## config.mk

```make
export PLATFORM = sky130hd
export DESIGN_NAME = backward_slice
export DESIGN_NICKNAME = d
export VERILOG_FILES = /design/src/rtl/backward_slice.sv
export SDC_FILE = /design/constraint.sdc
export NUM_CORES = 1
export LEC_CHECK = 0
export CAP_MARGIN = 20
export CORE_UTILIZATION = 38
export DETAILED_ROUTE_END_ITERATION = 16
export GPL_ROUTABILITY_DRIVEN = 0
export PLACE_DENSITY = 0.75
export SLEW_MARGIN = 0
export SYNTH_ARGS = -nofsm -noshare
export SYNTH_HDL_FRONTEND = slang
export SYNTH_SLANG_ARGS = --single-unit
```

## constraint.sdc

```tcl
create_clock -name clk -period 1.4 [get_ports clk]
set_input_delay 0.28 -clock clk [delete_from_list [all_inputs] [get_ports clk]]
set_output_delay 0.28 -clock clk [all_outputs]
set_load 0.02 [all_outputs]
```

## src/rtl/backward_slice.sv

```systemverilog
// Backward register slice (skid buffer): in_rdy comes from a flop, and data passes through when no skid word is held.
// Optional stall statistics counter on the stall_cnt port, enabled by defining BACKWARD_SLICE_STATS_EN.
module backward_slice #(
  parameter int DATA_W = 16
) (
  input  logic              clk,
  input  logic              rst_n,
  input  logic              in_vld,
  output logic              in_rdy,
  input  logic [DATA_W-1:0] in_data,
  output logic              out_vld,
  input  logic              out_rdy,
  output logic [DATA_W-1:0] out_data
`ifdef BACKWARD_SLICE_STATS_EN
  ,
  output logic [15:0]       stall_cnt
`endif
);

  typedef enum logic {
    EMPTY = 1'b0,
    FULL  = 1'b1
  } state_t;

  state_t              state_q;
  state_t              state_d;
  logic                in_rdy_q;
  logic                skid_vld;
  logic                capture;
  logic [DATA_W-1:0]   skid_data;

  assign skid_vld = (state_q == FULL);

  always_comb begin
    state_d = state_q;
    capture = 1'b0;
    unique case (state_q)
      EMPTY: begin
        if (in_vld && in_rdy_q && !out_rdy) begin
          state_d = FULL;
          capture = 1'b1;
        end
      end
      FULL: begin
        if (out_rdy) begin
          state_d = EMPTY;
        end
      end
    endcase
  end

  // in_rdy is a separate flop loaded from the next state, so it has no same-cycle path from out_rdy
  always_ff @(posedge clk or negedge rst_n) begin
    if (!rst_n) begin
      state_q   <= EMPTY;
      in_rdy_q  <= 1'b1;
      skid_data <= '0;
    end else begin
      state_q  <= state_d;
      in_rdy_q <= (state_d == EMPTY);
      if (capture) begin
        skid_data <= in_data;
      end
    end
  end

  assign in_rdy   = in_rdy_q;
  assign out_vld  = skid_vld | in_vld;
  assign out_data = skid_vld ? skid_data : in_data;

`ifdef BACKWARD_SLICE_STATS_EN
  always_ff @(posedge clk or negedge rst_n) begin
    if (!rst_n) begin
      stall_cnt <= '0;
    end else if (out_vld && !out_rdy && (stall_cnt != '1)) begin
      stall_cnt <= stall_cnt + 16'd1;
    end
  end
`endif

endmodule

```

==> results of run 1 <==
[flip-flops by register name, summed over array words and instances (netlist names)]
signal / count
skid_vld: 1
in_rdy: 1
skid_data: 16
[worst max-delay path, delay by kind of cell (launching register included)]
kind	cells	cell delay, ns
muxes	1	0.32
buffers and inverters	2	0.31
DFF	1	0.40
[routing by layer]
layer,part of all wire,wire (µm)
met5,0,0
met4,0.0065,13
met3,0.056,112
met2,0.50,1011
met1,0.43,872
[cell families after synthesis]
kind of cell / Yosys count / share of synthesized area
compound gates: 1 / 0.005300
buf+inv: 4 / 0.05039
flops: 18 / 0.4788
mux: 32 / 0.4217
simple gates: 4 / 0.04376
[cell type report]
class	instances	area, µm²	area share
multi-input cells	37	514.2	0.3525
flip-flops and latches	18	451.7	0.3096
repair buffers	43	421.7	0.2890
clock buffers	4	36.28	0.02487
well taps	28	35.03	0.02401
[how the worst min path moves through the flow]
stage | end | cells after the start | slack (ns)
global placement | skid_data[15] | 1 | 0.48
CTS | skid_data[6] | 2 | 0.30
detailed placement | skid_data[10] | 1 | 0.49
finish | skid_data[6] | 2 | 0.30
global route | skid_data[6] | 2 | 0.34
floorplan | skid_data[0] | 0 | -0.02
[metrics by stage]
| step | setup WS [ns] | power (mW) | area, µm² |
|---|---|---|---|
| global placement | -0.4009 | 1.284 | 1346 |
| detailed placement | -0.4348 | 1.306 | 1346 |
| floorplan | -0.1029 | 1.060 | 943.4 |
| CTS | -0.2255 | 1.706 | 1451 |
| global route | -0.2676 | 1.788 | 1459 |
| finish | -0.2065 | 1.698 | 1459 |
[synth_stat cells]
library cell,instances,share of area
nor4bb_4,1,0.027
dfstp_2,1,0.028
dfrtp_1,17,0.45
mux2_2,22,0.26
a21oi_1,1,0.0053
buf_6,2,0.024
buf_12,1,0.021
buf_2,1,0.0053
nor2_1,1,0.0040
mux2_4,10,0.16
or2_2,2,0.013
[power by group]
group | internal, mW | switching, mW
registers | 0.639 | 0.0692
logic | 0.425 | 0.244
clock network | 0.158 | 0.162
total | 1.22 | 0.475
[timing repair]
action                                 4_1_cts  5_1_grt
endpoints found under the hold margin        0        0
resized for setup                          119        2
setup endpoints to repair                   34       33
gates cloned                                 0        0
pin swaps                                    1        0
==> results.md, run 1 <==
- Slowest cell on crit path: dfrtp_1
- I/O Buffers: 37
- Number of failing hold endpoints at the final stage: 0
- Setup repair after global routing missed its margin: yes
- Count of placed standard cells in the final layout, fillers left out: 130
- Most common cell after layout, fill and taps aside: mux2_4
- Met1 routing resource usage after global routing: 0.2066
- Endpoint of the worst setup timing path: out_data[11]
- Fraction of layout instances using a drive strength above 1: 0.6275
- Number of placed instances with taps included: 126
- Max-slew violation count: 0
- Met3 track demand over resource: 0.04971
- Die Width: 51.83 µm
- Final number of setup-violating endpoints: 33
- Overflow after GRT: 0
- Data arrival time at the worst-slack endpoint: 1.33 ns
- Worst VDD drop: 0.0006777 V
- Number of routed nets with antenna violations: 0
- Critical path required time: 1.12 ns
- Global Route met2 Usage: 0.2927
- Least-Margin Pin Slew: 0.2913 ns
- Post-detailed-placement half-perimeter wirelength: 1.436 mm
- Reg clk slew, reported paths: 0.11 ns
- Count of hold-fix buffers inserted at cts: 0
- Clock root cell: clkbuf_4
- Total power divided by cell area: 1164 nW/µm²
- Run status: complete, but fails checks
- Launch instance of the worst register-to-register path: skid_vld
- Layer with the highest usage after global routing: met2
- Seq cells post-synth: 18
- Die extent in y: 51.83 µm
- Number of DRC violations after detailed-routing iteration 0: 5
- Vias per cell: 4.962
- Die Outline Area: 2686 µm²
- Vias in the first global route: 734
- Static power due to leakage: 0.6797 nW
- Portion of the clock cycle consumed by the worst path in the final layout: 1.148
- Clock period minus final worst setup slack: 1.607 ns
- Syn. warnings: 0
- CTS tree: done
- Max clock buf depth: 2
- Net count of the mapped netlist: 79
- Number of cells on the worst reg-to-reg path: 4
- Violations in the final reports: setup timing
- Effective utilization at floorplan: 0.4145
- Clock insertion delay at the later pin of the skew report: 0.29 ns
- Routed wire length: 2.010 mm
- Total clock buffers created by CTS: 3
- Fmax: 622.5 MHz
- Mean post-synth cell area: 15.99 µm²
- Wire length of the first global-routing pass: 3.346 mm
- Number of setup buffers added after CTS: 0
- DRT Pass-1 Iters: 2
- Area Overhead vs Synth: 54.64%
- Worst setup path category: reg -> out
- Routed wirelength normalized by instance count: 15.46 µm
- Register area share after synthesis: 0.4788
- Worst-case headroom to the max-slew limit: 0.8055
- Placeable core region: 2276 µm²
- Clock Sink Count: 18
- Syn Inst Count: 59
- Startpoint of the most critical setup path: skid_vld
- Overall global routing resource usage: 0.1739
- Setup crit start kind: register
- Cell variety after synth: 11
- Remaining routing DRC violations: 0
- Hold WS: 0.3001 ns
- Routed vias: 645
- Area of the mapped netlist: 943.4 µm²
- Post-Route Skew: 0.007359 ns
- Setup TNS: -5.681 ns
- Top library cells by usage in the layout, fill and taps aside: 28 x mux2_4, 19 x clkdlybuf4s50_1, 17 x buf_6, 17 x dfrtp_1, 5 x buf_2
- Crit-path max cell delay: 0.40 ns
- Worst Slack Setup Final: -0.2065 ns
- Worst R2R Setup Slack: -0.17 ns
- Chain of cells forming the critical path: buf_4 -> mux2_2 -> buf_2
- Placement row count: 17
- Type of destination of the critical path: output pin
- Min-delay worst type: in -> async
- Maximum number of pins on one net before global-route repair: 19
- Antenna violations before repair: 0
- Diode count: 0
- Core occupancy in the finished layout: 0.6410
- Fillcell total: 180
- I/O pin count: 38
- Layout net count: 123
- Endpoint of the worst register-to-register path: skid_data[0]
- Max-cap violations: 0
- Crit-path max FO: 4
- Max H-tree Level: 1
Power figures use the tool's default switching activity.
==> run 2: changes to the inputs <==
--- a/config.mk
+++ b/config.mk
@@ -7,6 +7,7 @@
 export LEC_CHECK = 0
 export CAP_MARGIN = 20
 export CORE_UTILIZATION = 38
+export CTS_CLUSTER_SIZE = 40
 export DETAILED_ROUTE_END_ITERATION = 16
 export GPL_ROUTABILITY_DRIVEN = 0
 export PLACE_DENSITY = 0.75
==> results of run 2 <==
No change in the layout: final DEF, timing and power equal those of run 1.
==> run 3: changes to the inputs <==
--- a/config.mk
+++ b/config.mk
@@ -6,6 +6,7 @@
 export NUM_CORES = 1
 export LEC_CHECK = 0
 export CAP_MARGIN = 20
+export CORE_MARGIN = 2
 export CORE_UTILIZATION = 38
 export CTS_CLUSTER_SIZE = 40
 export DETAILED_ROUTE_END_ITERATION = 16
==> run 3 against run 2 <==
- the flow still finishes with violations (setup timing)
- worst setup slack worse by 0.059 ns
- critical path depth unchanged
- count of clock-buffer cells in the layout unchanged
- flip-flop and latch count unchanged
- highest routed layer unchanged
- routed wire length up 7.9%
- sequential share of layout area down 2.5 points
- critical endpoint is now out_data[9]
- largest power group is now combinational cells
- design area up 9.3%
- final cell count up 7.7%
- critical path type unchanged
- clock power up 6%
- largest cell class is now buffers
- register-to-register slack worse by 0.04 ns
==> results.md, run 3 (synthesis results as in run 1) <==
- Routed vias: 667
- Worst Slack Setup Final: -0.2653 ns
- Clk pwr share: 0.188
- Clock insertion delay at the later pin of the skew report: 0.31 ns
- Relative contribution of sequential cells to total power: 0.393
- Routed wire length: 2.168 mm
- Worst setup path category: reg -> out
- Setup crit start kind: register
- Max-slew violation count: 0
- CTS tree: done
- Layout net count: 131
- Number of routed nets with antenna violations: 0
- Number of cells on the worst reg-to-reg path: 4
- Setup repair after global routing missed its margin: yes
- Wire length of the first global-routing pass: 3.381 mm
- Type of destination of the critical path: output pin
- Number of DRC violations after detailed-routing iteration 0: 1
- Launch instance of the worst register-to-register path: skid_vld
- Overflow after GRT: 0
- Die extent in y: 53.83 µm
- Internal power consumption: 1.299 mW
- Final number of setup-violating endpoints: 33
- Power after layout: 1.811 mW
- Number of buffers and inverters on the critical path: 2
- Static power due to leakage: 0.7513 nW
- Antenna violations before repair: 0
- Fmax: 600.5 MHz
- Max clock buf depth: 2
- Crit-path max cell delay: 0.46 ns
- Net switching power figure: 511.2 µW
- Setup TNS: -7.281 ns
- Placement row count: 18
- Reg clk slew, reported paths: 0.11 ns
- Core occupancy in the finished layout: 0.6615
- Clock period minus final worst setup slack: 1.665 ns
- Data arrival time at the worst-slack endpoint: 1.39 ns
- Die Width: 53.83 µm
- Post-Route Skew: 0.002460 ns
- Slowest cell on crit path: dfrtp_2
- Vias per cell: 4.764
- Max FFs per register: 16
- Critical path required time: 1.12 ns
- Min-delay worst type: in -> async
- Max-cap violations: 0
- Maximum number of pins on one net before global-route repair: 19
- Post-detailed-placement half-perimeter wirelength: 1.370 mm
- Place WS: -0.4250 ns
- Clock Sink Count: 18
- Top library cells by usage in the layout, fill and taps aside: 32 x mux2_4, 19 x clkdlybuf4s50_1, 18 x buf_6, 16 x dfrtp_1, 10 x buf_4
- Worst R2R Setup Slack: -0.21 ns
- Placeable core region: 2410 µm²
- Most common cell after layout, fill and taps aside: mux2_4
- Worst-case headroom to the max-slew limit: 0.8037
- Diode count: 0
- Endpoint of the worst register-to-register path: skid_data[13]
- Overall global routing resource usage: 0.1709
- Violations in the final reports: setup timing
- Total power divided by cell area: 1136 nW/µm²
- Count of hold-fix buffers inserted at cts: 0
- Number of failing hold endpoints at the final stage: 0
- Total clock buffers created by CTS: 3
- DRT Pass-1 Iters: 2
- Max H-tree Level: 1
- I/O Buffers: 37
- Critical path's top delay family: flip-flops
- Vias in the first global route: 690
- Switching power share of the total: 0.2823
- Remaining routing DRC violations: 0
- Number of setup buffers added after CTS: 0
- Share of power burned in combinational logic: 0.420
- Crit-path max FO: 7
- Area Overhead vs Synth: 68.97%
- Least-Margin Pin Slew: 0.2940 ns
- Fillcell total: 169
- Clock root cell: clkbuf_4
- Portion of the clock cycle consumed by the worst path in the final layout: 1.189
- Worst VDD drop: 0.0008907 V
- Effective utilization at floorplan: 0.3915
- Chain of cells forming the critical path: clkbuf_16 -> mux2_4 -> buf_6
- Register bank with the most flops: skid_data
- I/O pin count: 38
- Die Outline Area: 2897 µm²
- Fraction of layout instances using a drive strength above 1: 0.6636
- Routed wirelength normalized by instance count: 15.49 µm
- Run status: complete, but fails checks
run 3: through the flow:
| step | instances | hold slack, ns | cell area (µm²) |
|---|---|---|---|
| 2_1_floorplan | 59 | -0.01559 | 943.4 |
| 3_3_place_gp | 135 | 0.4863 | 1426 |
| 3_5_place_dp | 135 | 0.4919 | 1426 |
| 4_1_cts | 140 | 0.2881 | 1589 |
| 5_1_grt | 140 | 0.2967 | 1594 |
| 6_report | 140 | 0.2850 | 1594 |
run 3: layer usage:
layer / up-vias / GRT usage / share of wire / routed length (µm)
met4: 0 / 0.1026 / 0.026 / 57
met2: 27 / 0.2500 / 0.46 / 994
met1: 323 / 0.2274 / 0.45 / 978
met5: - / 0 / 0 / 0
met3: 5 / 0.04167 / 0.064 / 138
li1: 312 / - / - / -
run 3: power groups by stage:
stage                     combinational, mW  sequential (mW)  clock, mW
final                                 0.760            0.711      0.340
after global placement                0.631            0.703          0
after global routing                  0.802            0.726      0.363
after floorplan                       0.369            0.691          0
after CTS                             0.757            0.710      0.345
after detailed placement              0.640            0.708          0
run 3: how the worst max path moves through the flow:
stage	start	endpoint	slack, ns	cells past startpoint
3_5_place_dp	in_vld	out_vld	-0.42	3
3_3_place_gp	in_vld	out_vld	-0.41	3
5_1_grt	skid_vld	out_data[6]	-0.30	3
2_1_floorplan	in_rdy	skid_data[0]	-0.10	4
4_1_cts	skid_vld	out_data[11]	-0.28	3
6_report	skid_vld	out_data[9]	-0.27	3
run 3: layout make-up:
type	instances	area, µm²	share of cell area
Timing Repair Buffer	51	538.0	0.3375
Multi-Input combinational cell	37	529.3	0.3320
Sequential cell	18	452.9	0.2841
Tap cell	30	37.54	0.02355
Clock buffer	4	36.28	0.02276
run 3: repair_timing:
action / 4_1_cts / 5_1_grt
setup endpoints to repair: 34 / 33
cloned: 1 / 0
pin swaps: 1 / 2
resized for setup: 130 / 3
run 3: worst register-to-register path: cells and delay by family (launching register included):
family | cells | cell delay (ns)
DFF | 1 | 0.46
muxes | 1 | 0.31
and+or+nand+nor | 1 | 0.34
buffers and inverters | 2 | 0.39
